**src/rtl/game_setup_gen.sv**
```systemverilog
// Runtime game configuration: level decode, board geometry/timer, LFSR mine placement and bitmap query.
// Optional MINE_SCAN_FALLBACK_EN adds a linear-scan fallback after 1023 consecutive rejects.
module game_setup_gen #(
   parameter int          MAX_DIM      = 16,
   parameter int          FIELD_SIZE   = 64,
   parameter int          X_CENTER     = 512,
   parameter int          Y_CENTER     = 384,
   parameter logic [15:0] LFSR_SEED    = 16'hACE1,
   parameter int          CUSTOM_TIMER = 60,
   localparam int         IDX_W        = $clog2(MAX_DIM)
) (
   input  logic             clk,
   input  logic             rst,
   input  logic             start,
   input  logic [1:0]       level,
   input  logic [4:0]       custom_dim,
   input  logic [7:0]       custom_mines,
   output logic             busy,
   output logic             done,
   output logic             cfg_valid,
   output logic [4:0]       dim,
   output logic [7:0]       mine_num,
   output logic [7:0]       timer_sec,
   output logic [10:0]      board_size,
   output logic [10:0]      board_xpos,
   output logic [10:0]      board_ypos,
   output logic             mine_we,
   output logic [IDX_W-1:0] mine_row,
   output logic [IDX_W-1:0] mine_col,
   input  logic [IDX_W-1:0] q_row,
   input  logic [IDX_W-1:0] q_col,
   output logic             q_mine
);

   typedef enum logic [1:0] {S_IDLE, S_LATCH, S_PLACE, S_DONE} state_t;

   localparam logic [4:0]  MAX_DIM5 = 5'(MAX_DIM);
   localparam logic [10:0] XC       = 11'(X_CENTER);
   localparam logic [10:0] YC       = 11'(Y_CENTER);

   state_t state, state_nxt;

   logic [15:0]                       lfsr, lfsr_nxt;
   logic [MAX_DIM-1:0][MAX_DIM-1:0]   bitmap;
   logic [7:0]                        cnt;

   // level decode and clamping, consumed in LATCH
   logic [4:0]  raw_dim, n_dim;
   logic [7:0]  raw_mines, n_mines, n_timer;
   logic [9:0]  n_sq, mine_cap;
   logic [10:0] n_size, n_half, n_xpos, n_ypos;

   always_comb begin
      raw_dim   = custom_dim;
      raw_mines = custom_mines;
      n_timer   = 8'(CUSTOM_TIMER);
      case (level)
         2'd0:    begin raw_dim = 5'd8;  raw_mines = 8'd19; n_timer = 8'd45; end
         2'd1:    begin raw_dim = 5'd10; raw_mines = 8'd30; n_timer = 8'd50; end
         2'd2:    begin raw_dim = 5'd15; raw_mines = 8'd40; n_timer = 8'd70; end
         default: ;
      endcase

      n_dim = raw_dim;
      if (raw_dim < 5'd4)
         n_dim = 5'd4;
      else if (raw_dim > MAX_DIM5)
         n_dim = MAX_DIM5;

      // cap keeps at least one free cell so placement always terminates
      n_sq     = 10'(n_dim) * 10'(n_dim);
      mine_cap = n_sq - 10'd1;
      n_mines  = raw_mines;
      if (raw_mines == 8'd0)
         n_mines = 8'd1;
      else if (10'(raw_mines) > mine_cap)
         n_mines = mine_cap[7:0];

      n_size = 11'(FIELD_SIZE) * 11'(n_dim);
      n_half = {1'b0, n_size[10:1]};
      n_xpos = (n_half > XC) ? 11'd0 : XC - n_half;
      n_ypos = (n_half > YC) ? 11'd0 : YC - n_half;
   end

   assign lfsr_nxt = lfsr[0] ? ({1'b0, lfsr[15:1]} ^ 16'hB400) : {1'b0, lfsr[15:1]};

   // candidate cell selection
   logic [IDX_W-1:0] cand_row, cand_col;
   logic             in_range, accept, last;

`ifdef MINE_SCAN_FALLBACK_EN
   logic [9:0]         rej_cnt;
   logic [2*IDX_W-1:0] scan_ptr;
   logic               scan_mode;

   assign scan_mode = (rej_cnt == 10'h3FF);

   always_comb begin
      cand_row = lfsr[2*IDX_W-1:IDX_W];
      cand_col = lfsr[IDX_W-1:0];
      if (scan_mode) begin
         cand_row = scan_ptr[2*IDX_W-1:IDX_W];
         cand_col = scan_ptr[IDX_W-1:0];
      end
   end

   always_ff @(posedge clk or posedge rst) begin
      if (rst) begin
         rej_cnt  <= '0;
         scan_ptr <= '0;
      end else if (state == S_LATCH || accept) begin
         rej_cnt  <= '0;
         scan_ptr <= '0;
      end else if (state == S_PLACE) begin
         if (scan_mode)
            scan_ptr <= scan_ptr + 1'b1;
         else
            rej_cnt <= rej_cnt + 10'd1;
      end
   end
`else
   always_comb begin
      cand_row = lfsr[2*IDX_W-1:IDX_W];
      cand_col = lfsr[IDX_W-1:0];
   end
`endif

   assign in_range = (dim > 5'(cand_row)) && (dim > 5'(cand_col));
   assign accept   = (state == S_PLACE) && in_range && !bitmap[cand_row][cand_col];
   assign last     = accept && (cnt + 8'd1 == mine_num);

   always_ff @(posedge clk or posedge rst) begin
      if (rst)
         state <= S_IDLE;
      else
         state <= state_nxt;
   end

   always_comb begin
      state_nxt = state;
      case (state)
         S_IDLE:  if (start) state_nxt = S_LATCH;
         S_LATCH: state_nxt = S_PLACE;
         S_PLACE: if (last) state_nxt = S_DONE;
         S_DONE:  state_nxt = S_IDLE;
         default: state_nxt = S_IDLE;
      endcase
   end

   assign busy = (state == S_LATCH) || (state == S_PLACE);
   assign done = (state == S_DONE);

   always_ff @(posedge clk or posedge rst) begin
      if (rst) begin
         lfsr       <= LFSR_SEED;
         bitmap     <= '0;
         cnt        <= '0;
         cfg_valid  <= 1'b0;
         dim        <= '0;
         mine_num   <= '0;
         timer_sec  <= '0;
         board_size <= '0;
         board_xpos <= '0;
         board_ypos <= '0;
         mine_we    <= 1'b0;
         mine_row   <= '0;
         mine_col   <= '0;
      end else begin
         lfsr    <= lfsr_nxt;
         mine_we <= accept;
         if (accept) begin
            mine_row                   <= cand_row;
            mine_col                   <= cand_col;
            bitmap[cand_row][cand_col] <= 1'b1;
            cnt                        <= cnt + 8'd1;
         end
         if (last)
            cfg_valid <= 1'b1;
         if (state == S_IDLE && start)
            cfg_valid <= 1'b0;
         if (state == S_LATCH) begin
            dim        <= n_dim;
            mine_num   <= n_mines;
            timer_sec  <= n_timer;
            board_size <= n_size;
            board_xpos <= n_xpos;
            board_ypos <= n_ypos;
            bitmap     <= '0;
            cnt        <= '0;
         end
      end
   end

   assign q_mine = (dim > 5'(q_row)) && (dim > 5'(q_col)) && bitmap[q_row][q_col];

endmodule

```
**config.mk**
```make
export PLATFORM = sky130hd
export DESIGN_NAME = game_setup_gen
export DESIGN_NICKNAME = d
export VERILOG_FILES = /design/src/rtl/game_setup_gen.sv
export SDC_FILE = /design/constraint.sdc
export NUM_CORES = 1
export LEC_CHECK = 0
export ABC_CLOCK_PERIOD_IN_PS = 14450
export CORE_MARGIN = 5
export CORE_UTILIZATION = 60
export DETAILED_ROUTE_END_ITERATION = 10
export PLACE_DENSITY = 0.82
export REMOVE_ABC_BUFFERS = 1
export SLEW_MARGIN = 20
export SYNTH_ARGS = -nofsm -noshare
export SYNTH_HDL_FRONTEND = slang
export SYNTH_SLANG_ARGS = --single-unit
```
**constraint.sdc**
```tcl
create_clock -name clk -period 14.45 [get_ports clk]
set_input_delay 2.89 -clock clk [delete_from_list [all_inputs] [get_ports clk]]
set_output_delay 2.89 -clock clk [all_outputs]
set_load 0.02 [all_outputs]
```
[After elaboration in Yosys (flattened, before gate mapping)]
Cells that the tools add are included.
Storage, ports and cells
  flip-flop bits (word level): 335
  word-level logic and storage cells: 106
Operators by class
  add/subtract/negate cells: 4
  $mul: 1
  $lt $le $gt $ge: 15
  eq/ne operators: 8
  muxes and demuxes: 31
  bitwise operators: 2
  reduce and logical (&&, ||, !) cells: 17
Operators by type and width (count)
  two-way mux 256 bit: 2
  OR 256 bit: 1
  binary-select mux 16 bit (select 4 bit): 2
  demux 16 bit (select 4 bit): 1
  two-way mux 16 bit: 4
  two-way mux 8 bit: 4
  one-hot mux 8 bit (3 select lines): 1
  two-way mux 11 bit: 2
  one-hot mux 7 bit (3 select lines): 1
  > comparator 5 x 4 -> 1 bit: 4
  less-than comparator 4 x 5 -> 1 bit (second input constant): 4
  one-hot mux 5 bit (3 select lines): 1
  subtractor 10 x 10 -> 11 bit (first input constant): 1
  subtractor 9 x 10 -> 11 bit (first input constant): 1
  > comparator 10 bit (second input constant): 1
  > comparator 10 x 9 -> 1 bit (second input constant): 1
  > comparator 8 x 10 -> 1 bit: 1
  multiplier 5 x 5 -> 10 bit: 1
  two-way mux 5 bit: 2
  subtractor 10 x 1 -> 10 bit (second input constant): 1
  logical AND 1 bit: 9
  adder 8 x 1 -> 8 bit (second input constant): 1
  binary-select mux 1 bit (select 4 bit): 2
  == test 8 bit: 1
  17 further kinds: 29

[Logic depth before layout (Yosys ltp)]
  word-level depth: 10
  mapped depth: 23
  depth with buffers taken out: 23

[Worst setup path after synthesis]
OpenSTA, ideal clock, no wires.
  kind: input -> output
  start: input q_row[0]
  end: output q_mine
  data arrival time: 5373 ps
  slack: 6187 ps
  cell stages on the path: 8
  buffers on the path: 2
  cell sequence: clkbuf_1 buf_1 mux4_2 mux4_2 a22oi_1 a21oi_1 nor3_1 nor3_1
Between the ends
  word-level cells in the longest chain between the ends: 5
  elaborated cells on any way between the ends: 7
  classes of those cells: order compare: 1; mux: 4; reduce/logical: 2
Ends and longest elaborated chain
  start: declaration: line 30  | input logic [IDX_W-1:0] q_row,
  binary-select mux 16 bit (select 4 bit): line 194  | assign q_mine = (dim > 5'(q_row)) && (dim > 5'(q_col)) && bitmap[q_row][q_col];
  two-way mux 16 bit (not written as such): line 194
  binary-select mux 1 bit (select 4 bit): line 194
  two-way mux 1 bit (not written as such): line 194
  logical AND 1 bit *: line 194
  end: declaration: line 32  | output logic q_mine
Every way passes the cells marked *; elsewhere a longest branch is shown, timed or not. The select of a mux whose other input is x is not followed.

[Final worst setup path]
Ends and elaborated chain as after synthesis.

==> flow_metrics.env <==
export IMPL_status="finished, final reports clean"
export IMPL_final_max_slew_viol_count=0
export IMPL_rsz0062_at_grt="no"
export IMPL_clk_pin_slew_ps=60
export IMPL_p_leak_nw=8.11
export IMPL_synth_compound_area_share_pct=18.0
export IMPL_syn_avg_cell_area_um2=12.4
export IMPL_synth_most_common_cell="dfrtp_1"
export IMPL_synth_seq_area_share_pct=45.0
export IMPL_holdBufCountCts=0
export IMPL_dpl_instance_area_mm2=0.0188
export IMPL_grt_pass1_vias=13800
export IMPL_dpl_worst_slack_ps=5120
export IMPL_grt_ovfl_total=0
export IMPL_final_cells=1880
export IMPL_setup_tns_ps=0
export IMPL_design_area_mm2=0.0200
export IMPL_syn_area_mm2=0.0181
export IMPL_synth_top_family_by_area="multiplexers"
export IMPL_core_mm2=0.0296
export IMPL_synth_seq_cells=324
export IMPL_io_buffers=75
export IMPL_yosysTopAreaCellShare_pct=43.8
export IMPL_slew_headroom_pct=20.8
export IMPL_powerDensity_mw_per_mm2=101
export IMPL_yosysWarnings=0
export IMPL_fin_nets=1549
export IMPL_rrSetupSlack_ps=8740
export IMPL_finalWeightedCongestion=0.952
export IMPL_startpoint_type="input port"
export IMPL_min_path_type="flip-flop to flip-flop"
export IMPL_cts_resized=0
export IMPL_post_route_drc_count=0
export IMPL_synth_area_leader_cell="dfrtp_1"
export IMPL_area_growth_pct=10.8
export IMPL_drtAntennaViolNets=0
export IMPL_ys_top_cells_by_count="dfrtp_1 (316), o2bb2ai_1 (262), mux4_2 (134), nand2_1 (115), clkbuf_1 (55)"
export IMPL_cts_buffers=35
export IMPL_max_freq_ghz=0.107
export IMPL_routed_via_count=13700
export IMPL_start_util_pct=60.9
export IMPL_min_period_over_period_pct=65.0
export IMPL_synth_edf_count=0
export IMPL_worst_ep_arrival_time_ps=6500
export IMPL_antenna_cells=0
export IMPL_fin_skew_ps=33.0
export IMPL_synth_flop_cell="dfrtp_1"
export IMPL_cts_tree="built"
export IMPL_synth_area_leaders="dfrtp_1 (44%), mux4_2 (17%), o2bb2ai_1 (13%), ha_1 (3.6%), nand2_1 (2.4%)"
export IMPL_slowest_delay_ps=840
export IMPL_whs_ps=357
export IMPL_period_minus_slack_ps=9390
export IMPL_drive_gt1_share_pct=16.2
export IMPL_hold_viol=0
export IMPL_row_count=63
export IMPL_fillers=2018
export IMPL_post_cts_buffers=0
export IMPL_crit_required_ps=11560
export IMPL_cp_cell_sequence="buf_4, buf_4, mux4_2, mux4_2, a22oi_1, a21oi_1, nor3_1, nor3_1, clkdlybuf4s50_1"
export IMPL_root_buffer="clkbuf_16"
export IMPL_cp_max_fo=54
export IMPL_setup_viol=0
export IMPL_netlist_instances=1452
export IMPL_fin_ws_ps=5060
export IMPL_ioPinCount=93
export IMPL_grt_pass1_wl_um=80300
export IMPL_synthMuxAreaShare_pct=18.8
export IMPL_crit_path_end_kind="output pin"
export IMPL_viasPerCell=7.30
export IMPL_dieArea_mm2=0.0337
export IMPL_post_route_util_pct=67.5
export IMPL_worst_pin_slew_ps=1180
export IMPL_synth_adder_area_share_pct=4.27
export IMPL_routedWlPerCell_um=26.8
export IMPL_cp_slowest_cell="buf_4"
export IMPL_cts_sinks=324
export IMPL_ys_types=63
export IMPL_cap_violations=0
export IMPL_antenna_found_initial=0
export IMPL_clk_latency_ps=540
export IMPL_grt_max_degree=161
export IMPL_grtUsageTotal_pct=30.1
export IMPL_synth_xor_area_share_pct=1.16
export IMPL_synth_simple_area_share_pct=7.26
export IMPL_critical_path_class="input port to output pin"
export IMPL_drt_pre_antenna_iters=6
export IMPL_total_power_mw=2.02
export IMPL_routed_wl_um=50400
export IMPL_die_w_um=183
export IMPL_numPlacedInstances=1815
export IMPL_fp_dieH_um=183
export IMPL_ir_drop_v=0.000100
export IMPL_hpwl_um=31800
export IMPL_async_reset_ff_share_pct=100
export IMPL_drtIter0Drc=1678
export IMPL_cts_htree_levels=2
export IMPL_clock_path_buffers=3
==> critical path: cells and delay by family <==
family                 cells  cell delay, ps
multiplexers               2            1080
buffers and inverters      3            1650
AO/OA/AOI/OAI              2             400
AND/OR/NAND/NOR            2             430
==> per-layer routing <==
layer	wire length, um	up-vias	GRT usage, %
met1	19100	6925	41.7
met3	5970	208	9.36
met4	2240	0	11.8
met5	0	-	0
met2	23100	948	45.2
li1	-	5644	-
==> final timing paths <==
path,startpoint,depth (start not counted),to
worst max-delay path,q_row[0],9,q_mine
worst min-delay path,lfsr[9],0,lfsr[8]
worst max register to register,lfsr[4],10,bitmap[133]
worst min register to register,lfsr[9],0,lfsr[8]
max in group asynchronous,rst,3,bitmap[20]
min in group asynchronous,rst,2,board_ypos[9]
==> power breakdown <==
part / internal, mW / total, mW / switching (mW)
Clock: 0.555 / 0.928 / 0.373
Sequential: 0.907 / 0.907 / 0
Combinational: 0.0652 / 0.180 / 0.115
==> cell usage in the layout, fill, tap and decap left out, types with 16 or more instances in the layout <==
master	count
nor2b_1	18
buf_4	16
conb_1	22
ha_1	51
nand2_1	115
a22oi_1	29
clkdlybuf4s50_1	73
o21ai_0	26
nor3_1	18
clkbuf_16	35
o2bb2ai_1	262
nor2_1	42
dfrtp_1	315
inv_1	46
mux4_2	134
mux2i_1	31
a21oi_1	38
==> cell type report <==
type	instances	area (um^2)	share of cell area, %
clock buffers	47	951	4.76
inverters	51	206	1.03
well taps	390	488	2.44
repair buffers	95	932	4.66
clock inverters	15	229	1.15
multi-input cells	958	9070	45.3
flip-flops and latches	324	8120	40.6
==> registers in the layout (all words and copies together), names as in the netlist <==
name / flops
bitmap: 256
lfsr: 16
cnt: 8
mine_num: 8
timer_sec: 7
board_xpos: 6
board_ypos: 6
board_size: 5
mine_col: 4
mine_row: 4
state: 2
cfg_valid: 1
mine_we: 1
==> cells by family after synthesis <==
kind of cell	after synthesis
DFF	324
muxes	171
xor gates and xnor gates	24
buffers and inverters	190
and+or+nand+nor	276
other	2
AOI/OAI and AO/OA	407
adders and majority gates	58
Power figures use the tool's default switching activity.
